--- config.mk ---
export PLATFORM = sky130hd
export DESIGN_NAME = gate_sweep_ctrl
export DESIGN_NICKNAME = d
export VERILOG_FILES = /design/src/rtl/gate_sweep_pkg.sv /design/src/rtl/gate_sweep_check.sv /design/src/rtl/gate_sweep_ctrl.sv
export SDC_FILE = /design/constraint.sdc
export NUM_CORES = 1
export LEC_CHECK = 0
export BUFFER_PORTS_ARGS = -buffer_cell sky130_fd_sc_hd__buf_2
export CORE_UTILIZATION = 47
export DETAILED_ROUTE_END_ITERATION = 8
export PLACE_DENSITY_LB_ADDON = 0.15
export RECOVER_POWER = 25
export SLEW_MARGIN = 20
export SYNTH_ARGS = -nofsm -noshare
export SYNTH_HDL_FRONTEND = slang
export SYNTH_SLANG_ARGS = --single-unit
--- constraint.sdc ---
create_clock -name clk -period 1.9 [get_ports clk]
set_input_delay 0.095 -clock clk [delete_from_list [all_inputs] [get_ports clk]]
set_output_delay 0.095 -clock clk [all_outputs]
set_load 0.05 [all_outputs]
--- src/rtl/gate_sweep_pkg.sv ---
// Shared types and golden model for the gate-cell self-test sequencer.
package gate_sweep_pkg;

    typedef enum logic [2:0] {
        IDLE   = 3'd0,
        APPLY  = 3'd1,
        SETTLE = 3'd2,
        CHECK  = 3'd3,
        DONE   = 3'd4
    } state_t;

    // Bit positions inside the {not,and,or} result / mismatch vectors
    localparam int unsigned MASK_NOT = 2;
    localparam int unsigned MASK_AND = 1;
    localparam int unsigned MASK_OR  = 0;

    function automatic logic [2:0] golden(input logic a, input logic b);
        logic [2:0] r;
        r           = '0;
        r[MASK_NOT] = ~a;
        r[MASK_AND] = a & b;
        r[MASK_OR]  = a | b;
        return r;
    endfunction

endpackage

--- src/rtl/gate_sweep_check.sv ---
// Combinational compare of observed gate outputs against the golden truth table.
module gate_sweep_check
    import gate_sweep_pkg::*;
(
    input  logic       a_i,
    input  logic       b_i,
    input  logic       obs_not_i,
    input  logic       obs_and_i,
    input  logic       obs_or_i,
    output logic [2:0] mismatch_o
);

    logic [2:0] obs;

    always_comb begin
        obs           = '0;
        obs[MASK_NOT] = obs_not_i;
        obs[MASK_AND] = obs_and_i;
        obs[MASK_OR]  = obs_or_i;
        mismatch_o    = obs ^ golden(a_i, b_i);
    end

endmodule

--- src/rtl/gate_sweep_ctrl.sv ---
// Self-test sequencer: sweeps all A/B vectors PASSES times and checks NOT/AND/OR outputs.
module gate_sweep_ctrl
    import gate_sweep_pkg::*;
#(
    parameter int unsigned SETTLE_CYCLES = 2,
    parameter int unsigned PASSES        = 1,
    parameter int unsigned CNT_W         = 4
) (
    input  logic             clk,
    input  logic             rst,
    input  logic             start,
    input  logic             abort,
    output logic             drive_A,
    output logic             drive_B,
    input  logic             obs_not,
    input  logic             obs_and,
    input  logic             obs_or,
    output logic             busy,
    output logic             done,
    output logic             pass_ok,
    output logic [CNT_W-1:0] err_count,
    output logic [1:0]       fail_vec,
    output logic [2:0]       fail_mask
);

    localparam int unsigned SW = (SETTLE_CYCLES > 1) ? $clog2(SETTLE_CYCLES) : 1;
    localparam int unsigned PW = (PASSES > 1) ? $clog2(PASSES) : 1;
    localparam logic [SW-1:0] SETTLE_LAST = SW'((SETTLE_CYCLES == 0) ? 0 : SETTLE_CYCLES - 1);
    localparam logic [PW-1:0] PASS_LAST   = PW'(PASSES - 1);

    state_t           state_q, state_d;
    logic [1:0]       vec_q, vec_d;
    logic [PW-1:0]    pass_q, pass_d;
    logic [SW-1:0]    settle_q, settle_d;
    logic             drive_a_q, drive_a_d;
    logic             drive_b_q, drive_b_d;
    logic             done_q, done_d;
    logic             pass_ok_q, pass_ok_d;
    logic [CNT_W-1:0] err_q, err_d;
    logic [1:0]       fail_vec_q, fail_vec_d;
    logic [2:0]       fail_mask_q, fail_mask_d;
    logic             seen_q, seen_d;
    logic [2:0]       mismatch;

    gate_sweep_check u_check (
        .a_i        (drive_a_q),
        .b_i        (drive_b_q),
        .obs_not_i  (obs_not),
        .obs_and_i  (obs_and),
        .obs_or_i   (obs_or),
        .mismatch_o (mismatch)
    );

    always_comb begin
        state_d     = state_q;
        vec_d       = vec_q;
        pass_d      = pass_q;
        settle_d    = settle_q;
        drive_a_d   = drive_a_q;
        drive_b_d   = drive_b_q;
        done_d      = 1'b0;
        pass_ok_d   = pass_ok_q;
        err_d       = err_q;
        fail_vec_d  = fail_vec_q;
        fail_mask_d = fail_mask_q;
        seen_d      = seen_q;

        // Abort outranks start; results are only wiped when not mid-run
        if (abort) begin
            state_d   = IDLE;
            drive_a_d = 1'b0;
            drive_b_d = 1'b0;
            vec_d     = '0;
            pass_d    = '0;
            settle_d  = '0;
            if (state_q == IDLE || state_q == DONE) begin
                err_d       = '0;
                fail_vec_d  = '0;
                fail_mask_d = '0;
                pass_ok_d   = 1'b0;
                seen_d      = 1'b0;
            end
        end else begin
            case (state_q)
                IDLE, DONE: begin
                    if (start) begin
                        err_d       = '0;
                        fail_vec_d  = '0;
                        fail_mask_d = '0;
                        pass_ok_d   = 1'b0;
                        seen_d      = 1'b0;
                        vec_d       = '0;
                        pass_d      = '0;
                        drive_a_d   = 1'b0;
                        drive_b_d   = 1'b0;
                        state_d     = APPLY;
                    end
                end
                APPLY: begin
                    settle_d = '0;
                    state_d  = (SETTLE_CYCLES == 0) ? CHECK : SETTLE;
                end
                SETTLE: begin
                    if (settle_q == SETTLE_LAST) begin
                        state_d = CHECK;
                    end else begin
                        settle_d = settle_q + 1'b1;
                    end
                end
                CHECK: begin
                    if (|mismatch) begin
                        if (err_q != '1) begin
                            err_d = err_q + 1'b1;
                        end
                        if (!seen_q) begin
                            fail_vec_d  = {drive_a_q, drive_b_q};
                            fail_mask_d = mismatch;
                            seen_d      = 1'b1;
                        end
                    end
                    if (vec_q != 2'd3) begin
                        vec_d     = vec_q + 2'd1;
                        drive_a_d = vec_d[1];
                        drive_b_d = vec_d[0];
                        state_d   = APPLY;
                    end else if (pass_q != PASS_LAST) begin
                        vec_d     = '0;
                        pass_d    = pass_q + 1'b1;
                        drive_a_d = 1'b0;
                        drive_b_d = 1'b0;
                        state_d   = APPLY;
                    end else begin
                        state_d   = DONE;
                        done_d    = 1'b1;
                        pass_ok_d = (err_d == '0);
                    end
                end
                default: state_d = IDLE;
            endcase
        end
    end

    always_ff @(posedge clk) begin
        if (rst) begin
            state_q     <= IDLE;
            vec_q       <= '0;
            pass_q      <= '0;
            settle_q    <= '0;
            drive_a_q   <= 1'b0;
            drive_b_q   <= 1'b0;
            done_q      <= 1'b0;
            pass_ok_q   <= 1'b0;
            err_q       <= '0;
            fail_vec_q  <= '0;
            fail_mask_q <= '0;
            seen_q      <= 1'b0;
        end else begin
            state_q     <= state_d;
            vec_q       <= vec_d;
            pass_q      <= pass_d;
            settle_q    <= settle_d;
            drive_a_q   <= drive_a_d;
            drive_b_q   <= drive_b_d;
            done_q      <= done_d;
            pass_ok_q   <= pass_ok_d;
            err_q       <= err_d;
            fail_vec_q  <= fail_vec_d;
            fail_mask_q <= fail_mask_d;
            seen_q      <= seen_d;
        end
    end

    assign drive_A   = drive_a_q;
    assign drive_B   = drive_b_q;
    assign busy      = (state_q == APPLY) || (state_q == SETTLE) || (state_q == CHECK);
    assign done      = done_q;
    assign pass_ok   = pass_ok_q;
    assign err_count = err_q;
    assign fail_vec  = fail_vec_q;
    assign fail_mask = fail_mask_q;

endmodule
==> results.ini <==
[global_route]
grt_first_pass_wirelength_mm = 3.325
grtUsageTotal_pct = 20.88
antenna_found_initial = 0
via_count_of_the_first_global_routing_pass = 766
global_route.overflow_total = 0
grt_start_max_net_pins = 13

[worst_setup_path]
critical_path_required_ps = 2100
arrival_time_at_the_worst_endpoint_ps = 1980
slowest_delay_ps = 390
r2r_setup_slack_ps = 120
critical_path.slowest_cell = dfxtp_2
worst_r2r_endpoint = pass_ok
ff2ff_path_depth = 6
crit_path_start_kind = register
worstPathMaxFanout = 6
path_cells = inv_1, ha_1, xor2_1, a31oi_1, mux2_4, o31ai_2
timing.setup.critical_path_class = register to register
regToRegStartpoint = drive_B
worst-path-buf-inv = 1
crit_path_max_delay_family = compound AO/OA/AOI/OAI gates
cp-end-kind = register

[pwr]
power.switching_fraction_pct = 24.97
power.static_leakage_nw = 0.4391
switching_power_mw = 0.1729
cellPowerDensity_nw_per_um2 = 603.5
p_int_mw = 0.5195
pwr-share-clk_pct = 34.4
seq_power_share_pct = 55.9
relative_contribution_of_combinational_cells_to_total_power_pct = 9.7
vdd_ir_drop_max_mv = 0.3631

[layout]
num-nets-final = 151
drive_gt1_share_pct = 22.14
area_growth_pct = 16.52
antenna_cells = 0
final_cell_count_without_fillers = 167

[placed_design]
numPortBuffers = 20
globalplace.congestion = 0.8499
post-place-cells = 163
dp_hpwl_mm = 1.621

[floorplan]
die_y_um = 47.77
initial_core_util_pct = 50.19
core-area_um2 = 1962
die_width_um = 47.77
num_io_pins = 21
dieArea_um2 = 2282
core.rowCount = 16

[sta]
final.period_utilization_pct = 93.60
setup_violations = 0
report.final.slew_viol_count = 0
post-route-min-period_ps = 1778
fin_skew_ps = 5.066
totalNegativeSetupSlack_ps = 0
final_hold_viol_count = 0
worst_pin_slew_ps = 677.1
maxClockFrequency_mhz = 562.3
timing.max_slew.rel_slack_pct = 54.56
grt_setup_unrepaired = no

[flow_run]
maxCapViolations = 0

[cts]
tritoncts.num_buffers = 3
holdBufCountCts = 0
cts-resized-gates = 0
cts.sink_count = 18
cts_buffer_depth = 2
path_clk_slew_ps = 110
cts_tree = built
cts.htree.levels = 1
cts_setup_buffers = 0
clock_latency_ps = 290
clock-root-buffer = clkbuf_4

[drt]
antenna_left = 0
post_drt_via_cell_ratio = 5.569
drc = 0
detailedRoute.firstPassIterationCount = 4
initialDrtViolationCount = 15
wirelength_mm = 2.163
route.vias.total = 930
avgRoutedWirePerCell_um = 12.95

[logic_synthesis]
ys.warnings.count = 0
synth_cell_type_count = 37
synth.top_cells.by_area = dfxtp_1 37%, nand3_1 6.1%, a21oi_1 5.6%, nor2_1 4.2%, ha_1 3.8%
synth.net_count = 128
area_of_the_mapped_netlist_um2 = 984.7
synth.ff_latch_count = 18
synth_top_cell_by_area = dfxtp_1
netlist.area_leader.share_pct = 36.59
post_synth_inst_count = 118
seq_area_frac_synth_pct = 36.59
syn_area_per_cell_um2 = 8.345

[hold_path]
worst_min_path_start = rst
holdCritPathClass = primary input to register
hold_critical_path_endpoint = fail_mask[2]
min_path_cells = 2

[outcome]
run_status = complete, no violations

how the worst max path moves through the flow:
| stage | startpoint | slack [ps] | to | depth (start not counted) |
|---|---|---|---|---|
| 6_report | drive_B | 120 | pass_ok | 6 |
| 5_1_grt | drive_B | 5 | err_count[2] | 6 |
| 4_1_cts | drive_B | 100 | pass_ok | 6 |
| 3_5_place_dp | drive_B | 160 | pass_ok | 6 |
| 3_3_place_gp | drive_B | 220 | pass_ok | 6 |
| 2_1_floorplan | vec_q[1] | 1 | err_count[3] | 6 |
per-layer routing:
metal / part of all wire [%] / global-route usage, % / wire length (um)
met5: 0 / 0 / 0
met4: 1.2 / 7.222 / 27
met3: 3.7 / 4.151 / 79
met2: 48 / 34.86 / 1043
met1: 47 / 26.71 / 1013
cell type report:
cell class / instances / area [um2]
fill: 210 / 814.5
sequential: 18 / 362.8
timing repair buffer: 22 / 107.6
tap: 27 / 33.78
clock buffer: 4 / 36.28
inverter: 7 / 26.28
multi-input combinational: 89 / 580.6
synthesized netlist by cell type:
library cell	n
mux2_4	1
nand4bb_1	1
xor2_2	1
a21oi_1	11
nor3_1	5
o31ai_2	1
o21ai_0	4
mux2_2	1
and4_1	1
nand2_1	4
o211ai_1	1
nand4_1	1
or3_1	1
and4bb_2	1
and3_1	1
or3b_2	1
or2_2	2
dfxtp_1	18
nor2_1	11
o311ai_2	1
a31oi_1	5
nand3_1	12
ha_1	3
o21ai_1	1
nand2b_1	2
nor3b_1	2
clkbuf_1	2
inv_1	7
a31o_1	1
o21a_1	1
xor2_1	2
or2_1	1
o311ai_1	1
nor4_1	2
xnor2_1	4
buf_2	2
nand3b_1	2
cell families after synthesis:
| group | synth area share [%] |
|---|---|
| adders and majority gates | 3.812 |
| AOI/OAI and AO/OA | 17.54 |
| buffers and inverters | 4.448 |
| and+or+nand+nor | 27.95 |
| DFF | 36.60 |
| muxes | 2.668 |
| xor gates and xnor gates | 6.989 |
sequential cells by signal (all words and copies together) (netlist names):
| signal | cells |
|---|---|
| settle_q | 1 |
| err_count | 4 |
| pass_ok | 1 |
| seen_q | 1 |
| vec_q | 1 |
| done | 1 |
| drive_B | 1 |
| fail_vec | 2 |
| state_q | 3 |
| fail_mask | 3 |
cells in the final DEF (no fill, tap or decap), drive strengths merged:
cell     netlist  routed
nor4           2       2
nand2          4       4
and4           1       1
nand4          1       1
o21a           1       1
nor3b          2       2
o311ai         2       2
xor2           3       3
or3            1       1
a21oi         11      11
mux2           2       2
buf            2      16
clkbuf         2      10
or2            3       3
o211ai         1       1
dfxtp         18      18
nand3         12      12
inv            7       7
xnor2          4       4
nor3           5       5
o31ai          1       1
and3           1       1
and4bb         1       1
nand4bb        1       1
o21ai          5       5
nand3b         2       2
or3b           1       1
a31o           1       1
nand2b         2       2
ha             3       3
a31oi          5       5
nor2          11      11
worst reg2reg max path, stage by stage (launching register included):
cell and delay [ps]:
dfxtp_2 390, inv_1 60, ha_1 210, xor2_1 300, a31oi_1 160, mux2_4 330
o31ai_2 240
through the flow:
| step | worst slack, ps | hold slack (ps) | cell area [um2] | utilization (%) | power, mW |
|---|---|---|---|---|---|
| after floorplan | 1.274 | 289.1 | 987.2 | - | 0.4407 |
| after global placement | 222.1 | 424.7 | 1119 | 57.02 | 0.4608 |
| after detailed placement | 161.1 | 434.5 | 1119 | 57.02 | 0.4624 |
| after CTS | 104.4 | 127.0 | 1155 | 58.86 | 0.7006 |
| after global routing | 4.820 | 138.6 | 1147 | 58.48 | 0.7211 |
| final | 121.6 | 122.1 | 1147 | 58.48 | 0.6924 |
power by group through the flow:
stage                     clock, mW  combinational, mW  sequential [mW]
after floorplan                   0             0.0506            0.390
after global placement            0             0.0655            0.395
after detailed placement          0             0.0669            0.396
after CTS                     0.246             0.0672            0.387
after global routing          0.259             0.0732            0.388
final                         0.238             0.0668            0.387
(Power assumes the default switching activity.)
